[src/rtl/sample_packetizer_pkg.sv]
// Shared types and width helpers for the sample packetizer.
package sample_packetizer_pkg;

  typedef enum logic [1:0] {
    IDLE,
    HDR_SEQ,
    HDR_LEN,
    PAYLOAD
  } tx_state_t;

  localparam int unsigned HDR_WORDS = 2;
  localparam int unsigned SEQ_W     = 16;

  // Width of a counter spanning 0..n-1, never narrower than one bit.
  function automatic int unsigned cnt_w(input int unsigned n);
    return (n < 2) ? 1 : $clog2(n);
  endfunction

endpackage

[src/rtl/sample_tick_gen.sv]
// Sample-rate divider: one-cycle tick every DIV enabled cycles.
module sample_tick_gen
  import sample_packetizer_pkg::*;
#(
  parameter int unsigned DIV = 556
) (
  input  logic CLK,
  input  logic RST_N,
  input  logic enable,
  output logic tick
);

  localparam int unsigned     CNT_W   = cnt_w(DIV);
  localparam logic [CNT_W-1:0] CNT_MAX = CNT_W'(DIV - 1);

  logic [CNT_W-1:0] cnt_q, cnt_d;

  // Counter freezes while disabled so the sample phase is preserved.
  always_comb begin
    cnt_d = cnt_q;
    tick  = 1'b0;
    if (enable) begin
      if (cnt_q == CNT_MAX) begin
        cnt_d = '0;
        tick  = 1'b1;
      end else begin
        cnt_d = cnt_q + CNT_W'(1);
      end
    end
  end

  always_ff @(posedge CLK or negedge RST_N) begin
    if (!RST_N) cnt_q <= '0;
    else        cnt_q <= cnt_d;
  end

endmodule

[src/rtl/sample_packetizer.sv]
// Ping-pong sample capture with a framed valid/ready packet sender.
module sample_packetizer
  import sample_packetizer_pkg::*;
#(
  parameter int unsigned DATA_W  = 16,
  parameter int unsigned SAMPLES = 18,
  parameter int unsigned DIV     = 556
) (
  input  logic              CLK,
  input  logic              RST_N,
  input  logic              enable,
  input  logic [DATA_W-1:0] sample_in,
  output logic [DATA_W-1:0] out_data,
  output logic              out_valid,
  input  logic              out_ready,
  output logic              out_sop,
  output logic              out_eop,
  output logic              overflow,
  input  logic              clear_overflow,
  output logic [SEQ_W-1:0]  seq_num
);

  localparam int unsigned      IDX_W     = cnt_w(SAMPLES);
  localparam logic [IDX_W-1:0] LAST_IDX  = IDX_W'(SAMPLES - 1);
  localparam int unsigned      PKT_WORDS = SAMPLES + HDR_WORDS;

  if (DATA_W < 16 || SAMPLES < 2 || DIV < 2 || $clog2(PKT_WORDS + 1) > DATA_W) begin : g_bad_param
    $error("sample_packetizer: illegal parameter set");
  end

  logic [DATA_W-1:0] bank_q [2][SAMPLES];

  tx_state_t         state_q, state_d;
  logic              fill_q, fill_d;
  logic              tx_bank_q, tx_bank_d;
  logic [IDX_W-1:0]  idx_q, idx_d;
  logic [IDX_W-1:0]  rd_ptr_q, rd_ptr_d;
  logic [IDX_W-1:0]  nxt_ptr;
  logic [1:0]        full_q, full_d;
  logic              overflow_q, overflow_d;
  logic [SEQ_W-1:0]  seq_q, seq_d;
  logic [DATA_W-1:0] out_data_q, out_data_d;
  logic              out_valid_q, out_valid_d;
  logic              out_sop_q, out_sop_d;
  logic              out_eop_q, out_eop_d;
  logic              tick;
  logic              hs;
  logic              eop_hs;
  logic              ovf_set;

  sample_tick_gen #(.DIV(DIV)) u_tick (
    .CLK    (CLK),
    .RST_N  (RST_N),
    .enable (enable),
    .tick   (tick)
  );

  assign hs      = out_valid_q & out_ready;
  assign eop_hs  = hs && (state_q == PAYLOAD) && (rd_ptr_q == LAST_IDX);
  assign nxt_ptr = rd_ptr_q + IDX_W'(1);

  // Sample storage carries no reset; the full flags say what is valid.
  always_ff @(posedge CLK) begin
    if (tick) bank_q[fill_q][idx_q] <= sample_in;
  end

  always_comb begin
    state_d     = state_q;
    fill_d      = fill_q;
    tx_bank_d   = tx_bank_q;
    idx_d       = idx_q;
    rd_ptr_d    = rd_ptr_q;
    full_d      = full_q;
    overflow_d  = overflow_q;
    seq_d       = seq_q;
    out_data_d  = out_data_q;
    out_valid_d = out_valid_q;
    out_sop_d   = out_sop_q;
    out_eop_d   = out_eop_q;
    ovf_set     = 1'b0;

    // Capture side; a bank being freed by this cycle's eop counts as empty.
    if (tick) begin
      idx_d = idx_q + IDX_W'(1);
      if (idx_q == LAST_IDX) begin
        idx_d = '0;
        if (full_q[~fill_q] && !(eop_hs && (tx_bank_q != fill_q))) begin
          ovf_set = 1'b1;
        end else begin
          full_d[fill_q] = 1'b1;
          fill_d         = ~fill_q;
        end
      end
    end

    if (clear_overflow) overflow_d = 1'b0;
    if (ovf_set)        overflow_d = 1'b1;

    // Sender side; out_* hold their value until the current word is accepted.
    unique case (state_q)
      IDLE: begin
        if (|full_q) begin
          state_d     = HDR_SEQ;
          tx_bank_d   = full_q[1];
          out_valid_d = 1'b1;
          out_sop_d   = 1'b1;
          out_eop_d   = 1'b0;
          out_data_d  = DATA_W'(seq_q);
        end
      end
      HDR_SEQ: begin
        if (hs) begin
          state_d    = HDR_LEN;
          out_sop_d  = 1'b0;
          out_data_d = DATA_W'(SAMPLES);
        end
      end
      HDR_LEN: begin
        if (hs) begin
          state_d    = PAYLOAD;
          rd_ptr_d   = '0;
          out_data_d = bank_q[tx_bank_q][0];
          out_eop_d  = 1'b0;
        end
      end
      PAYLOAD: begin
        if (hs) begin
          if (rd_ptr_q == LAST_IDX) begin
            full_d[tx_bank_q] = 1'b0;
            seq_d             = seq_q + SEQ_W'(1);
            out_eop_d         = 1'b0;
            if (full_d[~tx_bank_q]) begin
              state_d    = HDR_SEQ;
              tx_bank_d  = ~tx_bank_q;
              out_sop_d  = 1'b1;
              out_data_d = DATA_W'(seq_d);
            end else begin
              state_d     = IDLE;
              out_valid_d = 1'b0;
              out_sop_d   = 1'b0;
              out_data_d  = '0;
            end
          end else begin
            rd_ptr_d   = nxt_ptr;
            out_data_d = bank_q[tx_bank_q][nxt_ptr];
            out_eop_d  = (nxt_ptr == LAST_IDX);
          end
        end
      end
      default: state_d = IDLE;
    endcase
  end

  always_ff @(posedge CLK or negedge RST_N) begin
    if (!RST_N) begin
      state_q     <= IDLE;
      fill_q      <= 1'b0;
      tx_bank_q   <= 1'b0;
      idx_q       <= '0;
      rd_ptr_q    <= '0;
      full_q      <= '0;
      overflow_q  <= 1'b0;
      seq_q       <= '0;
      out_data_q  <= '0;
      out_valid_q <= 1'b0;
      out_sop_q   <= 1'b0;
      out_eop_q   <= 1'b0;
    end else begin
      state_q     <= state_d;
      fill_q      <= fill_d;
      tx_bank_q   <= tx_bank_d;
      idx_q       <= idx_d;
      rd_ptr_q    <= rd_ptr_d;
      full_q      <= full_d;
      overflow_q  <= overflow_d;
      seq_q       <= seq_d;
      out_data_q  <= out_data_d;
      out_valid_q <= out_valid_d;
      out_sop_q   <= out_sop_d;
      out_eop_q   <= out_eop_d;
    end
  end

  assign out_data  = out_data_q;
  assign out_valid = out_valid_q;
  assign out_sop   = out_sop_q;
  assign out_eop   = out_eop_q;
  assign overflow  = overflow_q;
  assign seq_num   = seq_q;

endmodule

[config.mk]
export PLATFORM = sky130hd
export DESIGN_NAME = sample_packetizer
export DESIGN_NICKNAME = d
export VERILOG_FILES = /design/src/rtl/sample_packetizer_pkg.sv /design/src/rtl/sample_tick_gen.sv /design/src/rtl/sample_packetizer.sv
export SDC_FILE = /design/constraint.sdc
export NUM_CORES = 1
export LEC_CHECK = 0
export ABC_CLOCK_PERIOD_IN_PS = 3500
export BUFFER_PORTS_ARGS = -buffer_cell sky130_fd_sc_hd__buf_2
export CAP_MARGIN = 10
export CELL_PAD_IN_SITES_DETAIL_PLACEMENT = 1
export CELL_PAD_IN_SITES_GLOBAL_PLACEMENT = 2
export CORE_MARGIN = 4
export CORE_UTILIZATION = 48
export DETAILED_ROUTE_END_ITERATION = 7
export GPL_ROUTABILITY_DRIVEN = 0
export PLACE_DENSITY = 0.88
export SLEW_MARGIN = 20
export SYNTH_ARGS = -nofsm -noshare
export SYNTH_HDL_FRONTEND = slang
export SYNTH_SLANG_ARGS = --single-unit
[constraint.sdc]
create_clock -name CLK -period 3.5 [get_ports CLK]
set_clock_uncertainty 0.1 [all_clocks]
set_input_delay 0 -clock CLK [delete_from_list [all_inputs] [get_ports CLK]]
set_output_delay 0 -clock CLK [all_outputs]
set_load 0.01 [all_outputs]
Yosys cells after proc, flatten, opt, wreduce, memory -nomap -nowiden
Memories as Yosys holds them, arrays and structs flattened.
Cells that the tools add are included.
{"block": "op_classes", "n_eq_ne": 16, "n_bitwise": 9, "n_reduce_logical": 24, "n_mux": 67, "addsub": 4, "order_cmp": 9}
{"cell": "$mux W288", "count": 1}
{"cell": "$mux W16", "count": 9}
{"cell": "$bmux W16 S5", "count": 1}
{"cell": "$demux W16 S5", "count": 1}
{"cell": "$pmux W16 S4", "count": 1}
{"cell": "$mux W1", "count": 30}
{"cell": "$mux W2", "count": 11}
{"cell": "$mux W5", "count": 4}
{"cell": "$reduce_and A5 Y1", "count": 4}
{"cell": "$add A16 B1 Y16 const B", "count": 1}
{"cell": "$eq A5 B5 Y1 const B", "count": 3}
{"cell": "$ge A6 B6 Y1 const B", "count": 2}
{"cell": "$ne A2 B2 Y1 const B", "count": 6}
{"cell": "$not A5 Y6", "count": 2}
{"cell": "$reduce_and A4 Y1", "count": 3}
{"cell": "$add A10 B1 Y10 const B", "count": 1}
{"cell": "$add A5 B1 Y5 const B", "count": 2}
{"cell": "$eq A10 B10 Y1 const B", "count": 1}
{"cell": "$mux W10", "count": 1}
{"cell": "$pmux W5 S2", "count": 1}
{"cell": "$lt A1 B2 Y1 const B", "count": 4}
{"cell": "$pmux W2 S4", "count": 1}
{"cell": "$logic_and A1 B1 Y1", "count": 7}
{"cell": "$lt A6 B1 Y1 const B", "count": 1}
{"cell": "other kinds (19)", "count": 31}
{"block": "totals", "output_inout_bits": 36, "input_bits": 21, "elab_cells": 143, "reg_bits": 62, "mem_count": 1, "ram_bits": 576}
{"memory": "bank_q", "depth": 2, "word_bits": 288, "rd": 1, "rd_ports_with_merged_regs": 0, "wr": 1, "line_no": "sample_packetizer.sv:31", "source": "logic [DATA_W-1:0] bank_q [2][SAMPLES];"}

Longest topological paths before layout
Gate-level depths: netlist of run 1.
{"block": "depth", "word_depth": 16, "ltp_mapped": 13, "mapped_depth_nobuf": 8}

Hierarchy
Synthesis of run 1 repeated with hierarchy kept, for this count alone.
{"block": "unflattened", "hier_cells": 1509, "hier_area_um2": 26496.7}
{"mod": "sample_packetizer", "instances": 1, "seq_area_each_um2": 18597.8, "cells_each": 1457, "area_each_um2": 25968.7}
{"mod": "sample_tick_gen", "instances": 1, "seq_area_each_um2": 250.2, "cells_each": 52, "area_each_um2": 528.0}

Least setup slack after synthesis of run 1
No wires, ideal clock.
{"block": "synth_path", "kind": "register to register", "start": "register rd_ptr_q[0]", "end": "register out_data_q[13], in the netlist out_data[13]", "t_arrival_ps": 2664, "path_buffers": 6, "setup_time_ps": 120, "path_slack_ps": 616, "path_stages_with_launch": 12, "cell_sequence": "dfrtp_1 -> buf_4 -> buf_2 -> inv_1 -> buf_2 -> ha_1 -> buf_2 -> buf_2 -> buf_1 -> mux4_2 -> o21a_1 -> o211a_1"}
{"block": "synth_via", "elab_chain_cells": 15}
{"element": "from (decl)", "line_no": "sample_packetizer.sv:37", "source": "logic [IDX_W-1:0] rd_ptr_q, rd_ptr_d;"}
{"element": "from (signal assigned)", "line_no": "sample_packetizer.sv:173", "source": "rd_ptr_q <= rd_ptr_d;"}
{"element": "branches (longest 12 deep; another with $add A5 B1 Y5)"}
{"element": "$mux W16 (*)", "line_no": "sample_packetizer.sv:128", "source": "if (rd_ptr_q == LAST_IDX) begin"}
{"element": "$mux W16 (*)", "line_no": "sample_packetizer.sv:127", "source": "if (hs) begin"}
{"element": "$pmux W16 S4 (*)", "line_no": "sample_packetizer.sv:100", "source": "unique case (state_q)"}
{"element": "to (signal assigned)", "line_no": "sample_packetizer.sv:177", "source": "out_data_q <= out_data_d;"}
{"element": "to (decl)", "line_no": "sample_packetizer.sv:42", "source": "logic [DATA_W-1:0] out_data_q, out_data_d;"}
Every way passes the cells marked *. The select of a mux whose other input is x is not followed.
A chain may end at the register's enable or synchronous reset.

Worst setup path in the final report of run 1
{"block": "layout_path", "start": "register rd_ptr_q[1]", "end": "register out_data_q[6], in the netlist out_data[6]"}
The elaborated chain is that of the path after synthesis.

==> results of run 1 <==
==> repair_timing <==
action,4_1_cts,5_1_grt
hold buffers,19,0
endpoints found under the setup margin,0,0
endpoints found under the hold margin,415,0
==> worst max path at each step <==
stage / start / end / cells after the start
6_report: rd_ptr_q[1]$_DFFE_PN0P_ / out_data[6]$_DFFE_PN0P_ / 8
5_1_grt: rd_ptr_q[1]$_DFFE_PN0P_ / out_data[6]$_DFFE_PN0P_ / 8
4_1_cts: rd_ptr_q[1]$_DFFE_PN0P_ / out_data[6]$_DFFE_PN0P_ / 8
3_5_place_dp: rd_ptr_q[1]$_DFFE_PN0P_ / out_data[6]$_DFFE_PN0P_ / 8
3_3_place_gp: rd_ptr_q[1]$_DFFE_PN0P_ / out_data[6]$_DFFE_PN0P_ / 8
2_1_floorplan: rd_ptr_q[0]$_DFFE_PN0P_ / out_data[13]$_DFFE_PN0P_ / 11
==> power groups by stage <==
| stage | Clock, mW | Sequential, mW | Combinational [mW] |
|---|---|---|---|
| 6_report | 7.28 | 8.39 | 0.268 |
| 5_1_grt | 7.77 | 8.39 | 0.300 |
| 4_1_cts | 7.38 | 8.39 | 0.272 |
| 3_5_place_dp | 0 | 8.55 | 0.254 |
| 3_3_place_gp | 0 | 8.54 | 0.229 |
| 2_1_floorplan | 0 | 8.54 | 0.0745 |
==> sequential cells by signal, summed over array words and instances, names as in the netlist <==
name,cells
full_q,2
bank_q,576
rd_ptr_q,5
seq_num,16
out_sop,1
fill_q,1
out_data,16
tx_bank_q,1
out_eop,1
u_tick.cnt_q,10
state_q,2
overflow,1
idx_q,5
out_valid,1
==> layout make-up <==
class                      instances  area, µm²
clock buffer                      85       1828
sequential                       638      18860
fill                            5006      24640
timing repair buffer             145       1106
multi-input combinational        762       7226
clock inverter                    36      410.4
tap                              748      935.9
inverter                          24      90.09
==> cell usage in the layout (no fill, tap or decap), types with 15 or more instances in the layout <==
cell / count
nor2_1: 94
clkbuf_16: 70
a21oi_1: 35
nand2_1: 117
edfxtp_1: 576
dfrtp_1: 60
dlygate4sd3_1: 18
buf_2: 56
mux2i_1: 54
xor2_1: 15
o21ai_0: 30
xnor2_1: 25
mux2_2: 18
mux4_1: 61
mux4_2: 64
nand3_1: 30
inv_1: 24
a22oi_1: 19
buf_4: 62
==> logic make-up (layout without fill, tap and decap cells) <==
group                    Yosys count  in the layout  synth area share (%)
AND/OR/NAND/NOR                  316            316                 5.482
AO/OA/AOI/OAI                    193            193                 5.253
buffers and inverters            106            290                 2.437
XOR/XNOR                          42             42                 1.406
adder cells (fa/ha/maj)           14             14                0.6560
multiplexers                     197            197                 14.18
flip-flops                       638            638                 70.58
==> stage by stage <==
step	hold slack [ns]	std cells	utilization, %	setup slack [ns]	total power, mW
finish	0.008004	2438	55.27	0.2815	15.94
global route	0.01509	2438	55.27	0.1743	16.47
CTS	0.001970	2438	55.27	0.3486	16.04
detailed placement	0.05121	2298	50.85	0.3733	8.804
global placement	0.03935	2298	50.85	0.5349	8.774
floorplan	-0.3956	1506	-	0.6159	8.613
==> layer usage <==
layer | up-vias | routed length, µm
li1 | 6331 | -
met1 | 7956 | 29970
met2 | 755 | 36300
met3 | 153 | 6006
met4 | 0 | 2749
met5 | - | 0
==> results.py, run 1 <==
metrics = {
    "critical_path": {
        "required_ns": 3.91,
        "ff2ff_path_depth": 8,
        "worst_ep_arrival_time_ns": 3.63,
        "slowest_delay_ns": 0.70,
        "crit_top_cell": "buf_4",
        "critical_path_class": "reg2reg",
        "critPathCaptureType": "register",
        "cp.buffers_inverters": 3,
        "startpoint_type": "register",
        "crit_family": "buffers and inverters",
        "r2r_slack_ns": 0.28,
        "crit_fanout": 29,
        "slowest_stage": "ha_2",
        "path_cells": "inv_1 -> ha_2 -> buf_4 -> nor2_1 -> buf_4 -> a32o_1 -> or4_1 -> a211oi_1",
        "r2r_start": "rd_ptr_q[1]$_DFFE_PN0P_",
        "worstReg2RegEnd": "out_data[6]$_DFFE_PN0P_",
    },
    "cts": {
        "cts_buffer_depth": 3,
        "cts_inserted_buffers": 68,
        "cts_max_level": 3,
        "cts-root-buf": "clkbuf_16",
        "clock_latency_ns": 0.60,
        "clk_pin_slew_ns": 0.06,
        "postCtsSetupBuffers": 0,
        "cts_num_sinks": 638,
        "cts_tree": "yes",
        "cts_resized": 0,
    },
    "grt": {
        "grt_pass1_vias": 15900,
        "grt_pass1_wl_mm": 110.7,
        "grt.busiest_layer": "met2",
        "grtUsageMet3_pct": 4.876,
        "met1_usage_pct": 34.91,
        "grt_max_degree": 94,
        "antenna_found_initial": 1,
        "overflow": 0,
        "grtUsageTotal_pct": 25.42,
        "met2_usage_pct": 40.98,
    },
    "logic_synthesis": {
        "synthTopCellsByCount": "576 x edfxtp_1, 117 x nand2_1, 94 x nor2_1",
        "syn_area_um2": 26700,
        "syn_nets": 1541,
        "ys_seq_area_share_pct": 70.58,
        "synth_top_cells_by_area": "edfxtp_1 65%, mux4_1 6.0%, dfrtp_1 5.8%",
        "syn_avg_cell_area_um2": 17.73,
        "synth_edf_count": 576,
        "ys.flop_type": "edfxtp_1",
        "yosysMostFrequentCell": "edfxtp_1",
        "synth_area_leader_cell": "edfxtp_1",
        "synth_cell_types": 74,
        "async_flop_share_pct": 9.718,
        "synthCells": 1506,
        "yosys.area.top_type_share_pct": 64.77,
        "synth_warnings": 0,
        "yosys_register_bits": 638,
    },
    "drt": {
        "num_vias": 15200,
        "drtAntennaViolNets": 0,
        "routedWlPerCell_um": 30.77,
        "drt-pass1-iter-count": 7,
        "drc": 0,
        "wirelength_mm": 75.03,
        "avgViaCountPerCell": 6.233,
        "drt_iter0_markers": 1783,
    },
    "hold_path": {
        "holdPathStages": 1,
        "hold_class": "in2reg",
        "holdCritStartpoint": "sample_in[10]",
        "min_to": "bank_q[0][218]$_DFFE_PP_",
    },
    "die": {
        "ios": 57,
        "die_area_um2": 59470,
        "die_h_um": 243.9,
        "start_util_pct": 48.47,
        "core_um2": 55090,
        "rows": 86,
        "die_w_um": 243.9,
    },
    "power": {
        "power.internal_mw": 12.73,
        "leakage_nw": 10.08,
        "sw_frac_of_total_pct": 20.17,
        "comb_power_share_pct": 1.7,
        "powerDensity_nw_per_um2": 523.6,
        "p_seq_share_pct": 52.6,
        "ir_drop_mv": 0.3379,
        "clockPowerShare_pct": 45.7,
        "p_sw_mw": 3.215,
    },
    "timing": {
        "setup_viol": 0,
        "clock.fmax_ghz": 0.3107,
        "finalHoldViolations": 0,
        "slew_headroom_pct": 34.43,
        "fin_setup_tns_ns": 0,
        "period_share_pct": 91.96,
        "slew_violations": 0,
        "tightest_slew_ns": 0.9835,
        "fin_crit_ns": 3.219,
        "rsz0062_at_grt": "no",
    },
    "status": {
        "status": "finished, final reports clean",
    },
    "cells_and_area": {
        "nets": 1674,
        "post-route-cell-area_um2": 30450,
        "drive_gt1_share_pct": 19.29,
        "syn_to_final_growth_pct": 14.04,
        "antenna_cells": 0,
    },
    "placed_design": {
        "dp_hpwl_mm": 47.87,
        "postPlaceCellArea_um2": 28010,
        "io_buffers": 56,
    },
    "run": {
        "max_cap_viol_count": 0,
    },
}
(Power assumes the default switching activity.)
==> run 2, diff against run 1 <==
--- a/config.mk
+++ b/config.mk
@@ -10,11 +10,12 @@
 export CAP_MARGIN = 10
 export CELL_PAD_IN_SITES_DETAIL_PLACEMENT = 1
 export CELL_PAD_IN_SITES_GLOBAL_PLACEMENT = 2
-export CORE_MARGIN = 4
+export CORE_MARGIN = 1
 export CORE_UTILIZATION = 48
 export DETAILED_ROUTE_END_ITERATION = 7
 export GPL_ROUTABILITY_DRIVEN = 0
 export PLACE_DENSITY = 0.88
+export REMOVE_ABC_BUFFERS = 1
 export SLEW_MARGIN = 20
 export SYNTH_ARGS = -nofsm -noshare
 export SYNTH_HDL_FRONTEND = slang
==> run 2 against run 1 <==
Against the previous run: critical path type unchanged; sequential cell count unchanged; count of clock-buffer cells in the layout rose by 3; die area down 4.9%; total power shrank 2.0%; setup slack better by 0.13 ns; worst hold slack lost 0.0068 ns; clock power down 4.3%; largest power group unchanged; combinational power up 2%; cell area is 0.23% lower; maximum frequency up 4.1%; largest cell class unchanged; register-to-register slack better by 0.13 ns; critical endpoint is now out_data[4]$_DFFE_PN0P_; final cell count increased by 0.45%.
==> results.py, run 2 (synthesis gave the netlist of run 1 again) <==
metrics = {
    "critical_path": {
        "required_ns": 3.89,
        "critPathCaptureType": "register",
        "ff2ff_path_depth": 6,
        "worstReg2RegEnd": "out_data[4]$_DFFE_PN0P_",
        "critical_path_class": "reg2reg",
        "crit_fanout": 41,
        "r2r_slack_ns": 0.41,
        "startpoint_type": "register",
        "r2r_start": "rd_ptr_q[0]$_DFFE_PN0P_",
        "worst_ep_arrival_time_ns": 3.49,
    },
    "hold_path": {
        "holdPathStages": 1,
        "min_to": "bank_q[0][123]$_DFFE_PP_",
        "holdCritStartpoint": "sample_in[11]",
        "hold_class": "in2reg",
    },
    "power": {
        "leakage_nw": 10.06,
        "sw_frac_of_total_pct": 20.79,
        "clockPowerShare_pct": 44.6,
        "p_sw_mw": 3.249,
        "ir_drop_mv": 0.3851,
        "comb_power_share_pct": 1.7,
        "power.internal_mw": 12.38,
        "powerDensity_nw_per_um2": 514.4,
        "p_seq_share_pct": 53.7,
    },
    "cts": {
        "cts-root-buf": "clkbuf_16",
        "clock_latency_ns": 0.62,
        "cts_inserted_buffers": 68,
        "cts_buffer_depth": 3,
        "postCtsSetupBuffers": 0,
        "cts_num_sinks": 638,
        "clk_pin_slew_ns": 0.06,
        "cts_max_level": 3,
        "cts_tree": "yes",
    },
    "drt": {
        "num_vias": 15390,
        "drt_iter0_markers": 1838,
        "wl_met2_mm": 36.10,
        "avgViaCountPerCell": 6.286,
        "drt-pass1-iter-count": 6,
        "drtAntennaViolNets": 0,
        "routedWlPerCell_um": 30.78,
        "highest_layer": "met4",
        "wirelength_mm": 75.37,
        "dr_wl_met3_mm": 6.002,
        "drc": 0,
        "wl_met1_mm": 30.13,
    },
    "cells_and_area": {
        "final_cells": 2449,
        "fill_cells": 4943,
        "syn_to_final_growth_pct": 13.78,
        "largest_reg_flops": 576,
        "final_common_cell": "edfxtp_1",
        "largest-register": "bank_q",
        "drive_gt1_share_pct": 19.29,
        "post-route-cell-area_um2": 30380,
        "final_cell_mix": "576 x edfxtp_1, 117 x nand2_1, 94 x nor2_1, 71 x buf_4, 69 x clkbuf_16",
        "nets": 1682,
    },
    "timing": {
        "slew_headroom_pct": 24.26,
        "setup_slack_ns": 0.4068,
        "finalHoldViolations": 0,
        "fin_crit_ns": 3.093,
        "period_share_pct": 88.38,
        "setup_viol": 0,
        "slew_violations": 0,
        "clock.fmax_ghz": 0.3233,
        "tightest_slew_ns": 1.132,
        "holdWs_ns": 0.001158,
        "rsz0062_at_grt": "no",
    },
    "grt": {
        "grt_max_degree": 75,
        "grt_pass1_wl_mm": 109.9,
        "antenna_found_initial": 1,
        "grt_pass1_vias": 16060,
        "grtUsageTotal_pct": 27.08,
        "overflow": 0,
    },
    "die": {
        "ios": 57,
        "die_area_um2": 56580,
        "core_um2": 54990,
        "die_h_um": 237.9,
        "start_util_pct": 48.56,
        "die_w_um": 237.9,
        "rows": 86,
    },
    "placed_design": {
        "place_inst": 2304,
        "postPlaceCellArea_um2": 28020,
        "io_buffers": 56,
        "dp_hpwl_mm": 48.07,
        "dp_slack_ns": 0.4589,
    },
    "status": {
        "status": "finished, final reports clean",
    },
    "run": {
        "max_cap_viol_count": 0,
    },
}
[run 2: critical path, cell delays in order, from the launching register on]
cell	delay, ns
dfrtp_4	0.62
buf_4	0.57
mux4_1	0.46
mux4_2	0.52
mux2i_1	0.41
or4_1	0.19
o21ai_0	0.07
[run 2: layout make-up]
cell class	instances	area, µm²	share of cell area, %
flip-flops and latches	638	18860	62.06
multi-input cells	762	7226	23.78
clock buffers	88	1798	5.918
repair buffers	153	1134	3.731
well taps	748	935.9	3.080
clock inverters	35	341.6	1.124
inverters	24	90.09	0.2965
diodes	1	2.502	0.008236
[run 2: power by group through the flow]
stage,Combinational (mW),Clock (mW),Sequential [mW]
finish,0.273,6.97,8.39
global route,0.298,7.28,8.40
CTS,0.278,7.04,8.39
detailed placement,0.257,0,8.55
global placement,0.226,0,8.54
floorplan,0.0745,0,8.54
[run 2: metrics by stage]
stage	TNS [ns]	util, %	total power, mW
3_5_place_dp	0	50.96	8.808
3_3_place_gp	0	50.96	8.771
6_report	0	55.26	15.63
4_1_cts	0	55.25	15.71
2_1_floorplan	-111.52	-	8.613
5_1_grt	0	55.25	15.97
[run 2: how the worst max path moves through the flow]
stage	from	to	slack, ns	depth (start not counted)
floorplan	tx_bank_q$_DFFE_PN0P_	out_data[6]$_DFFE_PN0P_	-4.17	5
global route	rd_ptr_q[0]$_DFFE_PN0P_	out_data[11]$_DFFE_PN0P_	0.28	9
detailed placement	rd_ptr_q[0]$_DFFE_PN0P_	out_data[11]$_DFFE_PN0P_	0.46	9
CTS	rd_ptr_q[0]$_DFFE_PN0P_	out_data[9]$_DFFE_PN0P_	0.45	9
global placement	tx_bank_q$_DFFE_PN0P_	out_data[9]$_DFFE_PN0P_	0.51	9
finish	rd_ptr_q[0]$_DFFE_PN0P_	out_data[4]$_DFFE_PN0P_	0.41	6
[run 2: repair_timing]
action	4_1_cts	5_1_grt
hold buffers	21	0
endpoints found under the setup margin	0	0
resized for setup	0	0
endpoints found under the hold margin	514	0
[run 2: layer usage]
metal / vias to the layer above / global-route usage, %
li1: 6347 / -
met2: 820 / 43.70
met4: 0 / 11.05
met1: 8047 / 36.51
met5: - / 0
met3: 180 / 5.021
